<file path="config.mk">
export PLATFORM = sky130hd
export DESIGN_NAME = sincos_sched_flat
export DESIGN_NICKNAME = d
export VERILOG_FILES = /design/src/rtl/sincos_pkg.sv /design/src/rtl/sincos_if.sv /design/src/rtl/sincos_sched_rr_arb.sv /design/src/rtl/sincos_sched.sv /design/src/flat_wrapper.sv
export SDC_FILE = /design/constraint.sdc
export NUM_CORES = 1
export LEC_CHECK = 0
export ABC_CLOCK_PERIOD_IN_PS = 3300
export CORE_MARGIN = 3
export CORE_UTILIZATION = 35
export DETAILED_ROUTE_END_ITERATION = 10
export PLACE_DENSITY = 0.74
export SLEW_MARGIN = 40
export SYNTH_ARGS = -nofsm -noshare
export SYNTH_HDL_FRONTEND = slang
export SYNTH_HIERARCHICAL = 1
export SYNTH_SLANG_ARGS = --single-unit
</file>
<file path="constraint.sdc">
create_clock -name clock -period 3.3 [get_ports clock]
set_input_delay 0.66 -clock clock [delete_from_list [all_inputs] [get_ports clock]]
set_output_delay 0.66 -clock clock [all_outputs]
set_load 0.005 [all_outputs]
</file>
<file path="src/rtl/sincos_pkg.sv">
// Shared constants and types for the sincos lookup scheduler.
package sincos_pkg;

    typedef enum logic [1:0] {
        IDLE = 2'd0,
        COS  = 2'd1,
        SIN  = 2'd2
    } state_t;

    // Tag word: valid at bit 0, is_sin at bit 1, channel from bit 2 up.
    localparam int TAG_V  = 0;
    localparam int TAG_S  = 1;
    localparam int TAG_CH = 2;

    function automatic int unsigned quarter(input int nba);
        return 32'd1 << (nba - 2);
    endfunction

    function automatic int chw(input int n);
        return (n > 1) ? $clog2(n) : 1;
    endfunction

endpackage

</file>
<file path="src/rtl/sincos_if.sv">
// Request, shared-pipeline and result signals of the sincos scheduler.
interface sincos_if #(
    parameter int NCH = 4,
    parameter int NBA = 22,
    parameter int NBO = 18
);
    import sincos_pkg::*;

    localparam int CHW = chw(NCH);

    logic [NCH-1:0]        req_valid;
    logic [NCH*NBA-1:0]    req_angle;
    logic [NCH-1:0]        req_ready;
    logic                  pl_valid;
    logic [NBA-1:0]        pl_angle;
    logic signed [NBO-1:0] pl_result;
    logic                  res_valid;
    logic [CHW-1:0]        res_ch;
    logic signed [NBO-1:0] res_cos;
    logic signed [NBO-1:0] res_sin;

    modport master (
        output req_valid, req_angle, pl_result,
        input  req_ready, pl_valid, pl_angle,
        input  res_valid, res_ch, res_cos, res_sin
    );

    modport slave (
        input  req_valid, req_angle, pl_result,
        output req_ready, pl_valid, pl_angle,
        output res_valid, res_ch, res_cos, res_sin
    );

endinterface

</file>
<file path="src/rtl/sincos_sched_rr_arb.sv">
// Round-robin arbiter: grants the first requester after the last grant.
module rr_arb
    import sincos_pkg::*;
#(
    parameter int N = 4,
    localparam int W = chw(N)
) (
    input  logic         clock,
    input  logic         reset_n,
    input  logic [N-1:0] req,
    input  logic         en,
    output logic [N-1:0] gnt,
    output logic [W-1:0] idx
);

    logic [W-1:0] last;

    // Scan from farthest to nearest so the nearest requester wins.
    always_comb begin
        idx = '0;
        for (int i = N; i >= 1; i--) begin
            if (req[(int'(last) + i) % N]) begin
                idx = W'((int'(last) + i) % N);
            end
        end
        gnt = '0;
        gnt[idx] = |req;
    end

    always_ff @(posedge clock or negedge reset_n) begin
        if (!reset_n) begin
            last <= W'(N - 1);
        end else if (en && |req) begin
            last <= idx;
        end
    end

endmodule

</file>
<file path="src/rtl/sincos_sched.sv">
// Time-shares one cosine pipeline among NCH requesters, issuing
// cos(x) then cos(x - quarter) and pairing the results per channel.
module sincos_sched
    import sincos_pkg::*;
#(
    parameter int NCH = 4,
    parameter int NBA = 22,
    parameter int NBO = 18,
    parameter int LAT = 9
) (
    input logic     clock,
    input logic     reset_n,
    input logic     clr,
    sincos_if.slave bus
);

    localparam int CHW = chw(NCH);
    localparam int TW  = CHW + 2;
    localparam logic [NBA-1:0] QTR = NBA'(quarter(NBA));

    state_t                state;
    state_t                nxt;
    logic                  en;
    logic                  accept;
    logic [NCH-1:0]        gnt;
    logic [CHW-1:0]        idx;
    logic [NBA-1:0]        sel_angle;
    logic [NBA-1:0]        x;
    logic [CHW-1:0]        cur_ch;
    logic                  iss_sin;
    logic [TW-1:0]         tag [LAT];
    logic [TW-1:0]         tout;
    logic signed [NBO-1:0] hold;

    rr_arb #(.N(NCH)) u_arb (
        .clock   (clock),
        .reset_n (reset_n),
        .req     (bus.req_valid),
        .en      (en),
        .gnt     (gnt),
        .idx     (idx)
    );

    assign en = reset_n && !clr && (state == IDLE || state == SIN);
    assign accept = en && (|gnt);
    assign sel_angle = bus.req_angle[int'(idx)*NBA +: NBA];
    assign tout = tag[LAT-1];

    always_comb begin
        bus.req_ready = accept ? gnt : '0;
        nxt = state;
        unique case (state)
            IDLE:    if (accept) nxt = COS;
            COS:     nxt = SIN;
            SIN:     nxt = accept ? COS : IDLE;
            default: nxt = IDLE;
        endcase
        if (clr) nxt = IDLE;
    end

    always_ff @(posedge clock or negedge reset_n) begin
        if (!reset_n) state <= IDLE;
        else          state <= nxt;
    end

    // Issue registers carry the lookup for the state being entered.
    always_ff @(posedge clock or negedge reset_n) begin
        if (!reset_n) begin
            x            <= '0;
            cur_ch       <= '0;
            iss_sin      <= 1'b0;
            bus.pl_valid <= 1'b0;
            bus.pl_angle <= '0;
        end else begin
            if (accept) begin
                x      <= sel_angle;
                cur_ch <= idx;
            end
            bus.pl_valid <= (nxt != IDLE);
            iss_sin      <= (nxt == SIN);
            if (nxt == COS)      bus.pl_angle <= sel_angle;
            else if (nxt == SIN) bus.pl_angle <= x - QTR;
        end
    end

    always_ff @(posedge clock or negedge reset_n) begin
        if (!reset_n) begin
            for (int i = 0; i < LAT; i++) tag[i] <= '0;
        end else begin
            tag[0] <= {cur_ch, iss_sin, bus.pl_valid & ~clr};
            for (int i = 1; i < LAT; i++) begin
                tag[i] <= {tag[i-1][TW-1:1], tag[i-1][TAG_V] & ~clr};
            end
        end
    end

    always_ff @(posedge clock or negedge reset_n) begin
        if (!reset_n) begin
            hold          <= '0;
            bus.res_valid <= 1'b0;
            bus.res_ch    <= '0;
            bus.res_cos   <= '0;
            bus.res_sin   <= '0;
        end else begin
            bus.res_valid <= 1'b0;
            if (tout[TAG_V] && !clr) begin
                if (tout[TAG_S]) begin
                    bus.res_valid <= 1'b1;
                    bus.res_ch    <= tout[TAG_CH +: CHW];
                    bus.res_cos   <= hold;
                    bus.res_sin   <= bus.pl_result;
                end else begin
                    hold <= bus.pl_result;
                end
            end
        end
    end

endmodule

</file>
<file path="src/flat_wrapper.sv">
// flat-port wrapper written by rule: the top's interface ports become plain ports
module sincos_sched_flat import sincos_pkg::*;
#(
    parameter int NCH = 4,
    parameter int NBA = 22,
    parameter int NBO = 18,
    parameter int LAT = 9
)
  (clock, reset_n, clr, bus_req_valid, bus_req_angle, bus_pl_result, bus_req_ready, bus_pl_valid, bus_pl_angle, bus_res_valid, bus_res_ch, bus_res_cos, bus_res_sin);
  sincos_if #(.NCH(NCH), .NBA(NBA), .NBO(NBO)) bus_i ();
  input logic clock;
  input logic reset_n;
  input logic clr;
  input wire logic [$bits(bus_i.req_valid)-1:0] bus_req_valid;
  input wire logic [$bits(bus_i.req_angle)-1:0] bus_req_angle;
  input wire logic [$bits(bus_i.pl_result)-1:0] bus_pl_result;
  output wire logic [$bits(bus_i.req_ready)-1:0] bus_req_ready;
  output wire logic [$bits(bus_i.pl_valid)-1:0] bus_pl_valid;
  output wire logic [$bits(bus_i.pl_angle)-1:0] bus_pl_angle;
  output wire logic [$bits(bus_i.res_valid)-1:0] bus_res_valid;
  output wire logic [$bits(bus_i.res_ch)-1:0] bus_res_ch;
  output wire logic [$bits(bus_i.res_cos)-1:0] bus_res_cos;
  output wire logic [$bits(bus_i.res_sin)-1:0] bus_res_sin;
  assign bus_i.req_valid = bus_req_valid;
  assign bus_i.req_angle = bus_req_angle;
  assign bus_i.pl_result = bus_pl_result;
  assign bus_req_ready = bus_i.req_ready;
  assign bus_pl_valid = bus_i.pl_valid;
  assign bus_pl_angle = bus_i.pl_angle;
  assign bus_res_valid = bus_i.res_valid;
  assign bus_res_ch = bus_i.res_ch;
  assign bus_res_cos = bus_i.res_cos;
  assign bus_res_sin = bus_i.res_sin;
  sincos_sched #(.NCH(NCH), .NBA(NBA), .NBO(NBO), .LAT(LAT)) u_core (.clock(clock), .reset_n(reset_n), .clr(clr), .bus(bus_i));
endmodule
</file>
Word level (Yosys, flattened, before mapping)
Cells that the tools add are included.
{ "op_classes": {"n_reduce_logical": 19, "n_addsub": 5, "mul": 1, "magnitude_cmp": 6, "n_shift": 1, "bitwise_logic": 16, "eq_ne": 4, "n_mux": 27} }
{ "ops": {"columns": ["op", "n"], "rows": [
  ["$shiftx 88x32->22", 1],
  ["$mux 22", 2],
  ["$sub 22x21->22 const B", 1],
  ["$lt 3x4->1 const B", 4],
  ["$mux 1", 12],
  ["$mux 2", 6],
  ["$and 1x1->1", 9],
  ["$bmux 1 s2", 4],
  ["$reduce_or 2->1", 4],
  ["$reduce_or 4->1", 2],
  ["$logic_and 1x1->1", 6],
  ["$mul 2x4->6 const B", 1],
  ["$pmux 2 s3", 1],
  ["$add 2x1->2 const B", 2],
  ["$add 2x2->2 const B", 2],
  ["$and 1x1->1 const A", 4],
  ["$and 4x4->4", 1],
  ["$eq 2x1->1 const B", 2],
  ["$eq 2x2->1 const B", 2],
  ["$mux 4", 1],
  ["$reduce_and 2->1", 2],
  ["$reduce_bool 2->1", 2],
  ["$lt 2x3->1 const B", 1],
  ["$demux 1 s2", 1],
  ["5 further kinds", 6]
]} }
{ "word_totals": {"in_bits": 113, "elab_cells": 100, "regBits": 145} }

Depth between registers and ports, before layout
Gate-level depths: netlist of the first run.
{ "logic_depth": {"word_depth": 23, "ltp_mapped": 14, "mapped_depth_nobuf": 10} }

Modules after synthesis
The synthesis of the first run kept the hierarchy.
{ "by_module_without_submodules": {"columns": ["module", "area_each_um2", "instances", "seq_area_each_um2", "cells_each"], "rows": [
  ["sincos_sched", 5846.9, 1, 3578.4, 361],
  ["rr_arb", 225.2, 1, 52.6, 30]
]} }

Worst setup path before layout of the first run
Ideal clock, no wire load.
{ "synth_timing": {"kind": "input port to flip-flop", "from": "in bus_req_valid[3]", "to": "reg u_core.bus.pl_angle[10]", "n_path_buf": 4, "cell_stages": 13, "setup_time_ns": 0.077, "arrival_time_ns": 2.988, "slack_ns": 0.234, "required_ns": 3.223, "path_cell_list": "nand2b_1 > a22o_1 > a221oi_2 > nor2_1 > o41a_1 > buf_6 > buf_12 > inv_1 > ha_1 > clkbuf_1 > clkbuf_1 > nor2_1 > a21oi_1"} }
{ "synth_via": {"elab_chain_len": 19, "word_cells_on_any_way": 35, "classes_between": "mul: 1; order compare: 2; eq/ne: 2; shift: 1; mux: 23; bitwise: 1; reduce/logical: 5"} }
{ "synth_rtl": {"columns": ["item", "line", "source"], "rows": [
  ["start, declared", "flat_wrapper.sv:14", "input wire logic [$bits(bus_i.req_valid)-1:0] bus_req_valid;"],
  ["$bmux 1 s2", "sincos_sched_rr_arb.sv:22", "if (req[(int'(last) + i) % N]) begin"],
  ["$mux 1 (implied by the code) (2 in a row)", "sincos_sched_rr_arb.sv:22", null],
  ["$mux 2 (3 in a row)", "sincos_sched_rr_arb.sv:22", null],
  ["$mux 2 *", "sincos_sched_rr_arb.sv:22", null],
  ["net u_core.idx[1]", "sincos_sched.sv:26", "logic [CHW-1:0] idx;"],
  ["$lt 2x3->1 (implied by the code) / $ge 2x1->1 (equally long branches)", "sincos_sched_rr_arb.sv:27", "gnt[idx] = |req;"],
  ["$logic_and 1x1->1 (implied by the code)", "sincos_sched_rr_arb.sv:27", null],
  ["$mux 1 (implied by the code)", "sincos_sched_rr_arb.sv:27", null],
  ["(+2 left out)", null, null],
  ["net u_core.gnt[1]", "sincos_sched.sv:25", "logic [NCH-1:0] gnt;"],
  ["$reduce_or 4->1 *", "sincos_sched.sv:45", "assign accept = en && (|gnt);"],
  ["$logic_and 1x1->1 *", "sincos_sched.sv:45", null],
  ["$mux 1 / $mux 2 (equally long branches)", "sincos_sched.sv:55, sincos_sched.sv:53", null],
  ["$pmux 2 s3 *", "sincos_sched.sv:52", "unique case (state)"],
  ["$mux 2 *", "sincos_sched.sv:58", "if (clr) nxt = IDLE;"],
  ["net u_core.nxt[0]", "sincos_sched.sv:22", "state_t nxt;"],
  ["$eq 2x1->1 / $eq 2x2->1 (equally long branches)", "sincos_sched.sv:81, sincos_sched.sv:82", null],
  ["$mux 22 / $reduce_bool 2->1 (equally long branches)", null, null],
  ["end signal, assigned", "sincos_sched.sv:81", "if (nxt == COS) bus.pl_angle <= sel_angle;"],
  ["end signal, assigned", "sincos_sched.sv:82", "else if (nxt == SIN) bus.pl_angle <= x - QTR;"],
  ["end, declared", "sincos_if.sv:30", "output req_ready, pl_valid, pl_angle,"]
]} }
Mark *: on every way through the listed nets, which the timed path passes. The rest lies on a longest branch. The select of a mux whose other input is x is not followed.
A chain may end at the register's enable or synchronous reset.

Worst setup path in the final report of the first run
{ "layout_timing": {"from": "in bus_req_valid[3]", "to": "out bus_req_ready[3]"} }
{ "layout_via": {"elab_chain_len": 15, "word_cells_on_any_way": 26, "classes_between": "order compare: 2; mux: 19; bitwise: 1; reduce/logical: 4"} }
{ "layout_rtl": {"columns": ["item", "line", "source"], "rows": [
  ["$bmux 1 s2", "sincos_sched_rr_arb.sv:22", null],
  ["$mux 1 (implied by the code) (2 in a row)", "sincos_sched_rr_arb.sv:22", null],
  ["$mux 2 (3 in a row)", "sincos_sched_rr_arb.sv:22", null],
  ["$mux 2 *", "sincos_sched_rr_arb.sv:22", null],
  ["net u_core.idx[1]", "sincos_sched.sv:26", null],
  ["$lt 2x3->1 (implied by the code) / $ge 2x1->1 (equally long branches)", "sincos_sched_rr_arb.sv:27", null],
  ["$logic_and 1x1->1 (implied by the code)", "sincos_sched_rr_arb.sv:27", null],
  ["$mux 1 (implied by the code)", "sincos_sched_rr_arb.sv:27", null],
  ["$demux 1 s2 *", "sincos_sched_rr_arb.sv:27", null],
  ["$and 4x4->4 (no line) *", null, null],
  ["net u_core.gnt[3]", "sincos_sched.sv:25", null],
  ["$reduce_or 4->1", "sincos_sched.sv:45", null],
  ["$logic_and 1x1->1", "sincos_sched.sv:45", null],
  ["$mux 4 *", "sincos_sched.sv:50", "bus.req_ready = accept ? gnt : '0;"],
  ["end, declared", "flat_wrapper.sv:17", "output wire logic [$bits(bus_i.req_ready)-1:0] bus_req_ready;"]
]} }
Marked as above.

==> results of run 1 <==
==> sequential cells by signal, summed over array words and instances, names as in the netlist <==
| signal | count |
|---|---|
| u_core/bus.res_cos | 18 |
| u_core/tag | 32 |
| u_core/x | 22 |
| u_core/bus.pl_valid | 1 |
| u_core/iss_sin | 1 |
| u_core/bus.res_ch | 2 |
| u_core/hold | 18 |
| u_core/bus.res_sin | 18 |
| u_core/bus.res_valid | 1 |
| u_core/state | 2 |
| u_core/bus.pl_angle | 22 |
| u_core/tout | 4 |
| u_core/cur_ch | 2 |
| u_core/u_arb/last | 2 |
==> cells by family after synthesis <==
| kind of cell | share of synthesized area |
|---|---|
| adders and majority gates | 0.00618 |
| AOI/OAI and AO/OA | 0.0340 |
| muxes | 0.282 |
| and+or+nand+nor | 0.0431 |
| buffers and inverters | 0.0357 |
| DFF | 0.598 |
| xor gates and xnor gates | 0.00144 |
==> layer usage <==
layer | track usage | vias up | part of all wire
met3 | 0.0504 | 6 | 0.095
met5 | 0 | - | 0
met4 | 0.0428 | 0 | 0.011
met2 | 0.213 | 165 | 0.45
met1 | 0.187 | 1899 | 0.44
li1 | - | 1779 | -
==> through the flow <==
step | hold WS, ns | cells | power [mW]
final | 0.328 | 813 | 5.99
after global routing | 0.348 | 812 | 6.36
after CTS | 0.346 | 811 | 6.07
after detailed placement | 0.336 | 779 | 4.19
after global placement | 0.334 | 779 | 4.11
after floorplan | 0.331 | 391 | 3.47
==> worst paths after layout <==
kind / start / cells past startpoint / endpoint
max: bus_req_valid[3] / 7 / bus_req_ready[3]
min: reset_n / 2 / u_core/tag[27]$_DFF_PN0_
max reg2reg: u_core/u_arb/last[1]$_DFFE_PN1P_ / 10 / u_core/bus.pl_angle[5]$_DFFE_PN0P_
min reg2reg: u_core/tag[11]$_DFF_PN0_ / 0 / u_core/tag[7]$_DFF_PN0_
max in group asynchronous: reset_n / 3 / u_core/bus.res_cos[5]$_DFFE_PN0P_
min in group clock: u_core/tag[11]$_DFF_PN0_ / 0 / u_core/tag[7]$_DFF_PN0_
==> synthesized netlist by cell type, types with 7 or more instances <==
cell type,instances
mux4_2,19
clkbuf_1,7
inv_1,7
mux2i_1,22
buf_2,10
nor2b_1,11
nor2_1,26
mux2_2,61
mux2_4,19
a21oi_1,26
dfrtp_1,143
==> critical path, cell delays in order <==
cell and delay [ns]:
clkdlybuf4s50_1 0.47, nand2b_1 0.08, a22o_1 0.22, a221oi_4 0.31, nor2b_2 0.20, and2_1 0.15, clkdlybuf4s50_1 0.50
==> final cells by class <==
class                   instances  area (um2)  area share
flip-flops and latches        145        3630       0.418
clock buffers                  17         425      0.0490
repair buffers                193        1930       0.222
clock inverters                15         149      0.0171
diodes                          1        2.50    0.000288
multi-input cells             214        2250       0.259
well taps                     220         275      0.0317
inverters                       8        30.0     0.00346
==> power by group <==
part | switching [mW] | total [mW] | internal, mW
registers | 0.242 | 2.46 | 2.22
logic | 0.677 | 1.70 | 1.02
clock network | 0.769 | 1.83 | 1.06
total | 1.69 | 5.99 | 4.30
==> what timing repair did <==
item                       CTS  global route
gates resized for setup      0             2
setup endpoints to repair    0             1
hold endpoints to repair     0             0
setup buffers                0             1
hold buffers                 0             0
==> run summary, run 1 <==
Status -> complete, no violations
Post-route minimum period -> 3.25 ns
Nets -> 695
Pre-CTS setup slack -> -0.0540 ns
Pwr Density -> 689 nW/um2
Syn avg cell area -> 15.5 um2
Commonest non-fill, non-tap cells in the layout -> 177 x clkdlybuf4s50_1, 143 x dfrtp_1, 61 x mux2_2, 26 x nor2_1, 25 x a21oi_1
EDFF count, synth -> 0
Port buffer count -> 178
Initial antenna violation count -> 0
Worst R2R Setup Slack -> 0.56 ns
Fin. Hold Viols -> 0
DIE AREA -> 19000 um2
Leak pwr -> 3.86 nW
Worst-Margin Slew -> 0.671 ns
Chip width -> 138 um
Post-route ant nets -> 0
Crit share post-route -> 0.985
Largest area contributor in the netlist -> dfrtp_1
Drt wl/cell -> 16.0 um
Final instance area -> 8690 um2
Post-synthesis sequential area ratio -> 0.598
Worst slew margin -> 0.553
Layout cells sized above 1 -> 0.265
GRT Resource Usage Total -> 0.140
Die Span Y -> 138 um
Final setup vio count -> 0
Initial DRT Pass Iterations -> 6
Data arrival, critical path -> 2.59 ns
Worst-path clk slew -> 0.06 ns
Setup Total Neg Slack -> 0 ns
Global-route wire length before repair -> 20.5 mm
Largest net degree at the start of global routing -> 79
Clock network latency to the later pin of the worst-skew pair -> 0.41 ns
Cells after synthesis -> 391
Area grow syn2layout -> 43.1%
Synth top area share -> 0.589
DRT iter0 DRCs -> 124
Clock Path Buffers -> 2
Peak supply drop -> 466 uV
Critical Path RT -> 2.64 ns
Fill count -> 1385
Worst hold path class -> in -> async
Clk root buf -> clkbuf_16
CTS sink count -> 145
CTS H-Tree Depth -> 4
Total gr overflow -> 0
Main area contributors after synthesis -> dfrtp_1 59%, mux2_2 11%, mux4_2 7.0%, mux2_4 4.7%, mux2i_1 3.6%
Post-Synthesis Cell Area -> 6070 um2
Core footprint -> 16800 um2
CP max FO -> 3
DR vias -> 3849
Max-slew violations -> 0
Post-layout util -> 0.518
Gpl congestion -> 0.786
# DRC -> 0
Starting Density -> 0.362
Yosys Warn Count -> 6
Num rows -> 47
Post-DP HPWL -> 9.44 mm
Post-DP Area -> 8100 um2
Max Cap Viol -> 0
Achievable Freq -> 308 MHz
I/O Pins -> 179
Most common cell after layout, fill and taps aside -> clkdlybuf4s50_1
Crit end category -> output pin
Crit path launch type -> input pin
Synth Register Bits -> 145
Cts bufs inserted -> 17
Final wirelength -> 13.0 mm
Post-synth ARST share -> 1.00
Cell variety after synth -> 35
Mapped Nets -> 507
Type of the worst setup path -> in -> out
Setup ws final -> 0.0504 ns
Primary FF master, synth -> dfrtp_1
Vias in the first global route -> 4100
Setup Skew -> 0.00726 ns
CTS tree -> built
Vias per cell -> 4.73
Note: power is estimated with default switching activity, not from simulation.
==> run 2: changes to the inputs <==
Settings changed: PLACE_DENSITY 0.74 to default.
==> run 2 against run 1 <==
Effect of this change: non-clock buffer count decreased by 1; die area did not move; count of clock-buffer cells in the layout grew 3; critical path type unchanged; largest cell class unchanged; first-iteration DRC count down 32%; via count grew 1.3%; register-to-register slack gained 0.04 ns; flip-flop and latch count unchanged; design area grew 0.32%.
==> run summary, run 2 (synthesis gave the netlist of run 1 again) <==
Vias in the first global route -> 4174 (+1.8%)
CTS H-Tree Depth -> 4 (unchanged)
Fin. Hold Viols -> 0 (unchanged)
Clock Path Buffers -> 2 (unchanged)
Slowest stage delay, CP -> 0.48 ns (-0.02 ns)
Area grow syn2layout -> 43.6%
Int Pwr -> 4.42 mW (+2.7%)
Vias per cell -> 4.81 (+1.6%)
Reg with most FFs -> u_core/tag
Port buffer count -> 178 (unchanged)
Worst hold path class -> in -> async
Clock network latency to the later pin of the worst-skew pair -> 0.41 ns (about the same)
Status -> complete, no violations
Setup Total Neg Slack -> 0 ns (unchanged)
Register share of total power -> 0.408 (-0.003)
Die Span Y -> 138 um (unchanged)
Chip width -> 138 um (unchanged)
Total gr overflow -> 0 (unchanged)
CTS tree -> built
Number of flip-flops in the largest register -> 32 (unchanged)
Post-CTS Setup Bufs -> 0 (unchanged)
DRT iter0 DRCs -> 84 (-32%)
Worst path cell trace -> clkdlybuf4s50_1 -> nand2b_1 -> a22o_1 -> a221oi_4 -> nor2_1 -> and2_1 -> clkdlybuf4s50_1
Largest regs -> u_core/tag: 32 flops, u_core/bus.pl_angle: 22 flops, u_core/x: 22 flops
Drt wl/cell -> 16.3 um (+2.3%)
Num rows -> 47 (unchanged)
Comb power frac -> 0.287 (+0.004)
Pwr Density -> 692 nW/um2 (+0.42%)
Worst-Margin Slew -> 0.710 ns (+0.0391 ns)
Post-route minimum period -> 3.09 ns (-0.158 ns)
Crit end category -> output pin
FF-to-FF Start -> u_core/u_arb/last[1]$_DFFE_PN1P_
DR vias -> 3898 (+1.3%)
CTS hold repair buffers -> 0 (unchanged)
Final wirelength -> 13.2 mm (+1.9%)
Core footprint -> 16800 um2 (unchanged)
CP startpoint -> bus_req_valid[3]
Setup Skew -> 0.00598 ns (-0.00128 ns)
Post-DP HPWL -> 9.71 mm (+2.9%)
Switching part of the total -> 0.268 (-0.0138)
Cts bufs inserted -> 17 (unchanged)
Worst slew margin -> 0.527 (-0.0261)
Crit share post-route -> 0.937 (-0.0479)
Diode count -> 0 (-1)
Leak pwr -> 3.89 nW (+0.77%)
Data arrival, critical path -> 2.43 ns (-0.16 ns)
Clk root buf -> clkbuf_16
Most common cell after layout, fill and taps aside -> clkdlybuf4s50_1
Crit path launch type -> input pin
Slowest cell on the critical path -> clkdlybuf4s50_1
Max-slew violations -> 0 (unchanged)
Peak supply drop -> 432 uV (-7.4%)
Critical Path RT -> 2.64 ns (about the same)
Cts repair resizes -> 0 (unchanged)
Nets -> 694 (-0.14%)
Layout cells sized above 1 -> 0.263 (-0.00249)
I/O Pins -> 179 (unchanged)
Initial antenna violation count -> 0 (unchanged)
Post-route ant nets -> 0 (unchanged)
Final instance area -> 8720 um2 (+0.32%)
Achievable Freq -> 323 MHz (+5.1%)
Cell mode on critical path -> clkdlybuf4s50_1
CTS sink count -> 145 (unchanged)
Gpl congestion -> 0.778 (-0.92%)
Switch Pwr -> 1.62 mW (-4.2%)
Post-DP Area -> 8120 um2 (+0.31%)
DIE AREA -> 19000 um2 (unchanged)
Clk pwr share -> 0.305 (about the same)
Initial DRT Pass Iterations -> 4 (-2)
Final setup vio count -> 0 (unchanged)
CP max FO -> 3 (unchanged)
Largest net degree at the start of global routing -> 80 (+1.3%)
Commonest non-fill, non-tap cells in the layout -> 176 x clkdlybuf4s50_1, 143 x dfrtp_1, 61 x mux2_2, 26 x nor2_1, 25 x a21oi_1
Type of the worst setup path -> in -> out
GRT Resource Usage Total -> 0.148 (+0.00883)
Unrepaired setup endpoints after global routing -> no
Starting Density -> 0.362 (unchanged)
Global-route wire length before repair -> 21.6 mm (+5.0%)
Max Cap Viol -> 0 (unchanged)
Worst-path clk slew -> 0.05 ns (about the same)
# DRC -> 0 (unchanged)
-- run 2: final cells by class --
cell class	count	area, um2
fill	1410	8040
sequential	145	3630
multi-input combinational	214	2250
timing repair buffer	192	1950
clock buffer	20	467
tap	220	275
clock inverter	11	113
inverter	8	30.0
-- run 2: through the flow --
| stage | worst slack [ns] | util | hold slack (ns) | instances | power (mW) |
|---|---|---|---|---|---|
| after floorplan | 0.234 | - | 0.331 | 391 | 3.47 |
| after global placement | 0.0441 | 0.484 | 0.333 | 779 | 4.17 |
| after detailed placement | -0.00706 | 0.485 | 0.335 | 779 | 4.23 |
| after CTS | 0.0220 | 0.519 | 0.346 | 810 | 6.12 |
| after global routing | 0.0983 | 0.520 | 0.353 | 810 | 6.41 |
| final | 0.208 | 0.520 | 0.337 | 810 | 6.03 |
-- run 2: path summary, 6_finish.rpt --
kind	endpoint	slack [ns]	cells past startpoint
worst max-delay path	bus_req_ready[1]	0.21	7
worst min-delay path	u_core/tag[29]$_DFF_PN0_	0.34	2
worst max register to register	u_core/bus.pl_angle[10]$_DFFE_PN0P_	0.60	10
worst min register to register	u_core/tag[26]$_DFF_PN0_	0.35	0
max in group asynchronous	u_core/bus.res_sin[5]$_DFFE_PN0P_	1.86	3
min in group clock	u_core/tag[26]$_DFF_PN0_	0.35	0
-- run 2: metal layers --
layer | wire [um] | track usage
met1 | 5740 | 0.196
met2 | 5950 | 0.219
met3 | 1280 | 0.0595
met4 | 261 | 0.0587
met5 | 0 | 0
-- run 2: critical path, delay by kind of cell --
kind	cells	cell delay, ns
buffers and inverters	2	0.94
and+or+nand+nor	3	0.31
AOI/OAI and AO/OA	2	0.52
-- run 2: power groups by stage --
stage,Clock [mW],Sequential [mW],Combinational [mW]
final,1.84,2.46,1.73
after global routing,1.99,2.52,1.90
after CTS,1.90,2.47,1.76
after detailed placement,0,2.48,1.75
after global placement,0,2.47,1.70
after floorplan,0,2.42,1.06
==> run 3: changes to the inputs <==
Settings changed: ABC_CLOCK_PERIOD_IN_PS 3300 to default, CTS_CLUSTER_SIZE from default to 20.
==> results of run 3 <==
The final DEF is identical to that of run 2; final timing and power are the same.
